$ cat src/rtl/icache_refill_axi_if.sv
// Bundle between the instruction-cache refill engine and its environment
// (cache request side plus AXI4 AR/R channels).
//   master : refill engine (drives AR channel, rready, mem_gnt, ins, mem_err)
//   slave  : cache + AXI memory (drives request, arready, R channel)
interface icache_refill_axi_if #(
    parameter int OFFSET_LEN = 5
);
    localparam int WORDS = 2 ** (OFFSET_LEN - 2);

    // cache side
    logic        mem_read_req;
    logic [31:0] mem_addr;
    logic        mem_gnt;
    logic [31:0] ins [WORDS];
    logic        mem_err;
    // AXI read address channel
    logic [3:0]  arid;
    logic [31:0] araddr;
    logic [7:0]  arlen;
    logic [2:0]  arsize;
    logic [1:0]  arburst;
    logic        arvalid;
    logic        arready;
    // AXI read data channel
    logic [3:0]  rid;
    logic [31:0] rdata;
    logic [1:0]  rresp;
    logic        rlast;
    logic        rvalid;
    logic        rready;

    modport master (
        input  mem_read_req, mem_addr, arready, rid, rdata, rresp, rlast, rvalid,
        output mem_gnt, ins, mem_err, arid, araddr, arlen, arsize, arburst, arvalid, rready
    );

    modport slave (
        output mem_read_req, mem_addr, arready, rid, rdata, rresp, rlast, rvalid,
        input  mem_gnt, ins, mem_err, arid, araddr, arlen, arsize, arburst, arvalid, rready
    );
endinterface

$ cat src/rtl/icache_refill_axi.sv
// Instruction-cache line refill engine.
// Takes a line request, issues one AXI4 INCR read burst covering the whole
// line, gathers the beats into a word array and pulses mem_gnt for one cycle.
// Ports:
//   clk  - rising-edge clock
//   rst  - synchronous active-low reset
//   bus  - icache_refill_axi_if.master: request/grant/ins/mem_err toward the
//          cache, AR and R channels toward the AXI fabric.
module icache_refill_axi #(
    parameter int         OFFSET_LEN = 5,
    parameter logic [3:0] AXI_ID     = 4'd0
) (
    input  logic                 clk,
    input  logic                 rst,
    icache_refill_axi_if.master  bus
);
    localparam int WORDS = 2 ** (OFFSET_LEN - 2);
    localparam int CW    = OFFSET_LEN - 2;
    localparam int AW    = 32 - OFFSET_LEN;

    typedef enum logic [1:0] {
        S_IDLE,
        S_ADDR,
        S_DATA,
        S_DONE
    } state_e;

    state_e          state_q, state_d;
    logic [AW-1:0]   addr_q,  addr_d;
    logic [CW-1:0]   cnt_q,   cnt_d;
    logic            ovf_q,   ovf_d;   // all WORDS slots filled, no rlast yet
    logic            err_q,   err_d;
    logic [31:0]     ins_q [WORDS];
    logic [31:0]     ins_d [WORDS];

    logic            last_slot;
    logic            bad_resp;

    assign last_slot = (cnt_q == {CW{1'b1}});
    assign bad_resp  = (bus.rresp != 2'b00);

    always_comb begin
        state_d = state_q;
        addr_d  = addr_q;
        cnt_d   = cnt_q;
        ovf_d   = ovf_q;
        err_d   = err_q;
        for (int i = 0; i < WORDS; i++) ins_d[i] = ins_q[i];

        case (state_q)
            S_IDLE: begin
                if (bus.mem_read_req) begin
                    addr_d  = bus.mem_addr[31:OFFSET_LEN];
                    cnt_d   = '0;
                    ovf_d   = 1'b0;
                    err_d   = 1'b0;
                    state_d = S_ADDR;
                end
            end
            S_ADDR: begin
                if (bus.arready) state_d = S_DATA;
            end
            S_DATA: begin
                // rready is 1 throughout DATA, so rvalid alone marks a beat
                if (bus.rvalid) begin
                    // once the line is full, further beats are dropped
                    if (!ovf_q) ins_d[cnt_q] = bus.rdata;
                    cnt_d = cnt_q + 1'b1;
                    if (bus.rlast) begin
                        // rlast must coincide with the final slot
                        err_d   = err_q | bad_resp | ovf_q | !last_slot;
                        state_d = S_DONE;
                    end else begin
                        // line full without rlast: burst is already malformed
                        if (last_slot) ovf_d = 1'b1;
                        err_d = err_q | bad_resp | ovf_q | last_slot;
                    end
                end
            end
            S_DONE: begin
                state_d = S_IDLE;
            end
            default: state_d = S_IDLE;
        endcase
    end

    always_ff @(posedge clk) begin
        if (!rst) begin
            state_q <= S_IDLE;
            addr_q  <= '0;
            cnt_q   <= '0;
            ovf_q   <= 1'b0;
            err_q   <= 1'b0;
            for (int i = 0; i < WORDS; i++) ins_q[i] <= '0;
        end else begin
            state_q <= state_d;
            addr_q  <= addr_d;
            cnt_q   <= cnt_d;
            ovf_q   <= ovf_d;
            err_q   <= err_d;
            for (int i = 0; i < WORDS; i++) ins_q[i] <= ins_d[i];
        end
    end

    // AR fields come straight from captured state, so they are stable
    // for the whole time arvalid is high.
    assign bus.arid    = AXI_ID;
    assign bus.araddr  = {addr_q, {OFFSET_LEN{1'b0}}};
    assign bus.arlen   = 8'(WORDS - 1);
    assign bus.arsize  = 3'b010;
    assign bus.arburst = 2'b01;
    assign bus.arvalid = (state_q == S_ADDR);
    assign bus.rready  = (state_q == S_DATA);
    assign bus.mem_gnt = (state_q == S_DONE);
    assign bus.mem_err = (state_q == S_DONE) && err_q;

    for (genvar g = 0; g < WORDS; g++) begin : g_ins
        assign bus.ins[g] = ins_q[g];
    end

    // rid and the line-offset bits of mem_addr carry no information here
    logic unused_in;
    assign unused_in = ^{bus.rid, bus.mem_addr[OFFSET_LEN-1:0]};

endmodule
$ cat src/flat_wrapper.sv
// flat-port wrapper written by rule: the top's interface ports become plain ports
module icache_refill_axi_flat 
#(
    parameter int         OFFSET_LEN = 5,
    parameter logic [3:0] AXI_ID     = 4'd0
)
  (clk, rst, bus_mem_read_req, bus_mem_addr, bus_arready, bus_rid, bus_rdata, bus_rresp, bus_rlast, bus_rvalid, bus_mem_gnt, bus_ins, bus_mem_err, bus_arid, bus_araddr, bus_arlen, bus_arsize, bus_arburst, bus_arvalid, bus_rready);
  icache_refill_axi_if #(.OFFSET_LEN(OFFSET_LEN)) bus_i ();
  input  logic clk;
  input  logic rst;
  input wire logic [$bits(bus_i.mem_read_req)-1:0] bus_mem_read_req;
  input wire logic [$bits(bus_i.mem_addr)-1:0] bus_mem_addr;
  input wire logic [$bits(bus_i.arready)-1:0] bus_arready;
  input wire logic [$bits(bus_i.rid)-1:0] bus_rid;
  input wire logic [$bits(bus_i.rdata)-1:0] bus_rdata;
  input wire logic [$bits(bus_i.rresp)-1:0] bus_rresp;
  input wire logic [$bits(bus_i.rlast)-1:0] bus_rlast;
  input wire logic [$bits(bus_i.rvalid)-1:0] bus_rvalid;
  output wire logic [$bits(bus_i.mem_gnt)-1:0] bus_mem_gnt;
  output wire logic [$bits(bus_i.ins)-1:0] bus_ins;
  output wire logic [$bits(bus_i.mem_err)-1:0] bus_mem_err;
  output wire logic [$bits(bus_i.arid)-1:0] bus_arid;
  output wire logic [$bits(bus_i.araddr)-1:0] bus_araddr;
  output wire logic [$bits(bus_i.arlen)-1:0] bus_arlen;
  output wire logic [$bits(bus_i.arsize)-1:0] bus_arsize;
  output wire logic [$bits(bus_i.arburst)-1:0] bus_arburst;
  output wire logic [$bits(bus_i.arvalid)-1:0] bus_arvalid;
  output wire logic [$bits(bus_i.rready)-1:0] bus_rready;
  assign bus_i.mem_read_req = bus_mem_read_req;
  assign bus_i.mem_addr = bus_mem_addr;
  assign bus_i.arready = bus_arready;
  assign bus_i.rid = bus_rid;
  assign bus_i.rdata = bus_rdata;
  assign bus_i.rresp = bus_rresp;
  assign bus_i.rlast = bus_rlast;
  assign bus_i.rvalid = bus_rvalid;
  assign bus_mem_gnt = bus_i.mem_gnt;
  assign bus_ins = {>>{bus_i.ins}};
  assign bus_mem_err = bus_i.mem_err;
  assign bus_arid = bus_i.arid;
  assign bus_araddr = bus_i.araddr;
  assign bus_arlen = bus_i.arlen;
  assign bus_arsize = bus_i.arsize;
  assign bus_arburst = bus_i.arburst;
  assign bus_arvalid = bus_i.arvalid;
  assign bus_rready = bus_i.rready;
  icache_refill_axi #(.OFFSET_LEN(OFFSET_LEN), .AXI_ID(AXI_ID)) u_core (.clk(clk), .rst(rst), .bus(bus_i));
endmodule
$ cat config.mk
export PLATFORM = sky130hd
export DESIGN_NAME = icache_refill_axi_flat
export DESIGN_NICKNAME = d
export VERILOG_FILES = /design/src/rtl/icache_refill_axi_if.sv /design/src/rtl/icache_refill_axi.sv /design/src/flat_wrapper.sv
export SDC_FILE = /design/constraint.sdc
export NUM_CORES = 1
export LEC_CHECK = 0
export ABC_AREA = 1
export BUFFER_PORTS_ARGS = -buffer_cell sky130_fd_sc_hd__buf_2
export CORE_ASPECT_RATIO = 0.6
export CORE_MARGIN = 4
export CORE_UTILIZATION = 30
export DETAILED_ROUTE_END_ITERATION = 7
export PLACE_DENSITY_LB_ADDON = 0.3
export SYNTH_ARGS = -nofsm -noshare
export SYNTH_HDL_FRONTEND = slang
export SYNTH_SLANG_ARGS = --single-unit
export TNS_END_PERCENT = 20
$ cat constraint.sdc
create_clock -name clk -period 1.5 [get_ports clk]
set_input_delay 0.15 -clock clk [delete_from_list [all_inputs] [get_ports clk]]
set_output_delay 0.15 -clock clk [all_outputs]
set_load 0.01 [all_outputs]
==> flow_metrics.tcl <==
set metrics [dict create \
    synth-seq-cells 290 \
    clk_path_buf_depth 3 \
    initial_core_util 0.306 \
    first_global_vias 11238 \
    syn_area_sq_mm 0.0120 \
    track_usage 0.203 \
    criticalPathCategory "register to register" \
    fmax_mhz 598 \
    timing.rr.end "u_core.ins_q[0][61]" \
    fill_cells 4078 \
    cts.sinks 290 \
    skew_ps 12.2 \
    hold_end "u_core.ins_q[1][34]" \
    n_antenna_cell 0 \
    dieArea_sq_mm 0.0434 \
    synth_edf_count 0 \
    final.period_utilization 1.11 \
    cts_tree "done" \
    hpwlAfterDp_microns 31000 \
    drt-total-wl_microns 48500 \
    whs_ps 60.6 \
    syn_to_final_growth_pct 34.5 \
    arrival_ps 2170 \
    worst_skew_pair.late_latency_ps 570 \
    final_common_cell "nor2_1" \
    htreeDepth 1 \
    pwr-share-comb 0.250 \
    hold_start "bus_rdata[2]" \
    fp.dieW_microns 266 \
    path_clk_slew_ps 60 \
    synth_area_per_cell_sq_um 7.27 \
    synth_area_leader_cell "dfxtp_1" \
    portBuffers 353 \
    multi_input_area_sq_mm 0.00526 \
    rows 56 \
    drive_gt1_frac 0.263 \
    max-vdd-ir-drop_mv 0.700 \
    crit_fanout 16 \
    hold_class "input pin to register" \
    grt-ovfl-total 0 \
    layout_common_cells "nor2_1, buf_2, dfxtp_1" \
    synthCells 1653 \
    p_total_mw 21.2 \
    clockPowerShare 0.348 \
    vias 12096 \
    p_sw_mw 6.97 \
    cts_made_buffers 30 \
    reg2regPathDepth 11 \
    cap_violations 0 \
    rsz0062_at_grt "true" \
    grt_max_degree 63 \
    regToRegStartpoint "u_core.state_q[0]" \
    status "complete, but fails checks" \
    sw_frac_of_total 0.328 \
    synthFlopType "dfxtp_1" \
    ff2ff_setup_slack_ps -170 \
    synth_area_leaders "dfxtp_1, nor2_1, nand3_1" \
    maxSlewViolCount 0 \
    sequentialPowerShare 0.402 \
    wl_per_cell_microns 18.8 \
    critical_path.startpoint_type "register" \
    finalSetupViolCount 259 \
    fin_nets 2121 \
    tightest_slew_ps 623 \
    synth.distinct_cells 28 \
    cts-root-buf "clkbuf_16" \
    place.gp.congestion 0.806 \
    required_ps 2000 \
    intPower_mw 14.3 \
    yosysSeqAreaShare 0.483 \
    violations "setup timing" \
    io_pins 385 \
    fin_crit_ps 1670 \
    synth_top_area_share 0.483 \
    cellLeakagePower_nw 7.85 \
    avgViaCountPerCell 4.69 \
    initialDrtViolationCount 1284 \
    seq_area_sq_mm 0.00581 \
    relSlewSlack 0.584 \
    fin_tns_setup_ps -23120 \
    yosys_warnings 0 \
    dr.pass1.iters 5 \
    dp_slack_ps -107 \
    endpoint_kind "register" \
    hold_viol_final 0 \
    min_path_cells 5 \
    grt_pass1_wl_microns 68200 \
    powerDensity_mw_per_mm2 1310 \
    ant_nets 0 \
    antenna_found_initial 0 \
    die_h_microns 163 \
    setup_ws_ps -171 \
    async_reset_ff_frac 0 \
    drc 0 \
    final_core_util 0.411 \
    core_sq_mm 0.0393 \
]
-- cells in the mapped netlist (all sizes together), types with 2 or more instances --
master	n
a21oi	3
buf	114
clkbuf	21
conb	2
dfxtp	290
ha	8
inv	47
nand2	278
nand3	258
nand4	2
nor2	587
nor3	9
o21ai	30
-- power groups by stage --
stage	clock network (mW)	logic (mW)	registers, mW
CTS	7.54	5.07	8.54
detailed placement	0	4.88	8.70
finish	7.39	5.30	8.55
global placement	0	4.81	8.68
global route	7.86	5.82	8.61
floorplan	0	3.02	8.88
-- registers in the layout, summed over array words and instances, names as in the netlist --
| register | flops |
|---|---|
| u_core.cnt_q | 3 |
| u_core.err_q | 1 |
| u_core.ins_q | 256 |
| u_core.ovf_q | 1 |
| u_core.addr_q | 27 |
| u_core.state_q | 2 |
-- how the worst max path moves through the flow --
stage,from,endpoint,slack [ps],cells past startpoint
after global placement,u_core.state_q[0],u_core.ins_q[0][105],-70,10
after detailed placement,u_core.state_q[0],u_core.ins_q[0][105],-110,10
after CTS,u_core.state_q[0],u_core.ins_q[1][116],-130,10
after floorplan,u_core.state_q[0],u_core.ins_q[0][54],-10,11
final,u_core.state_q[0],u_core.ins_q[0][61],-170,11
after global routing,u_core.state_q[0],u_core.ins_q[1][93],-250,11
-- repair_timing --
item                                    in CTS  in global routing
endpoints found under the hold margin       47                  0
cloned                                       0                  9
hold buffers                                32                  0
endpoints found under the setup margin     262                289
pin swaps                                    1                  6
resized for setup                           16                 43
setup buffers                                0                  9
-- area by class of cell --
cell class	instances	share of cell area
well taps	522	0.0404
multi-input cells	1200	0.325
clock inverters	9	0.00372
inverters	48	0.0124
repair buffers	467	0.203
clock buffers	45	0.0556
flip-flops and latches	290	0.359
-- critical path, stage by stage (launching register included) --
cell       delay, ps
dfxtp_2          320
inv_2             70
ha_4             140
inv_4             40
nor2_4           150
nand2_8          100
buf_6            150
nor3_4           130
buf_4            170
clkbuf_16        190
nor2_1            50
nor2_1            70
-- metal layers --
| layer | track usage | routed length, microns | up-vias | share of wire |
|---|---|---|---|---|
| li1 | - | - | 5890 | - |
| met1 | 0.279 | 21500 | 5693 | 0.44 |
| met2 | 0.329 | 22200 | 445 | 0.46 |
| met3 | 0.0491 | 3800 | 68 | 0.078 |
| met4 | 0.0405 | 922 | 0 | 0.019 |
| met5 | 0 | 0 | - | 0 |
-- cells by family (layout without fill, tap and decap cells) --
logic type      after synthesis  count (layout)  synth area share
compound gates               35              35            0.0150
xor+xnor                      1               1          0.000729
other cells                   2              22          0.000625
fa+ha+maj                     8               8           0.00833
buf+inv                     183             569            0.0989
flops                       290             290             0.483
simple gates               1134            1134             0.393
-- metrics by stage --
stage / std cells / area (sq um)
after floorplan: 1673 / 12100
after global routing: 2581 / 16200
after global placement: 2477 / 14400
after detailed placement: 2477 / 14400
after CTS: 2563 / 15700
final: 2581 / 16200
No activity file was read; power rests on OpenSTA's default activity.
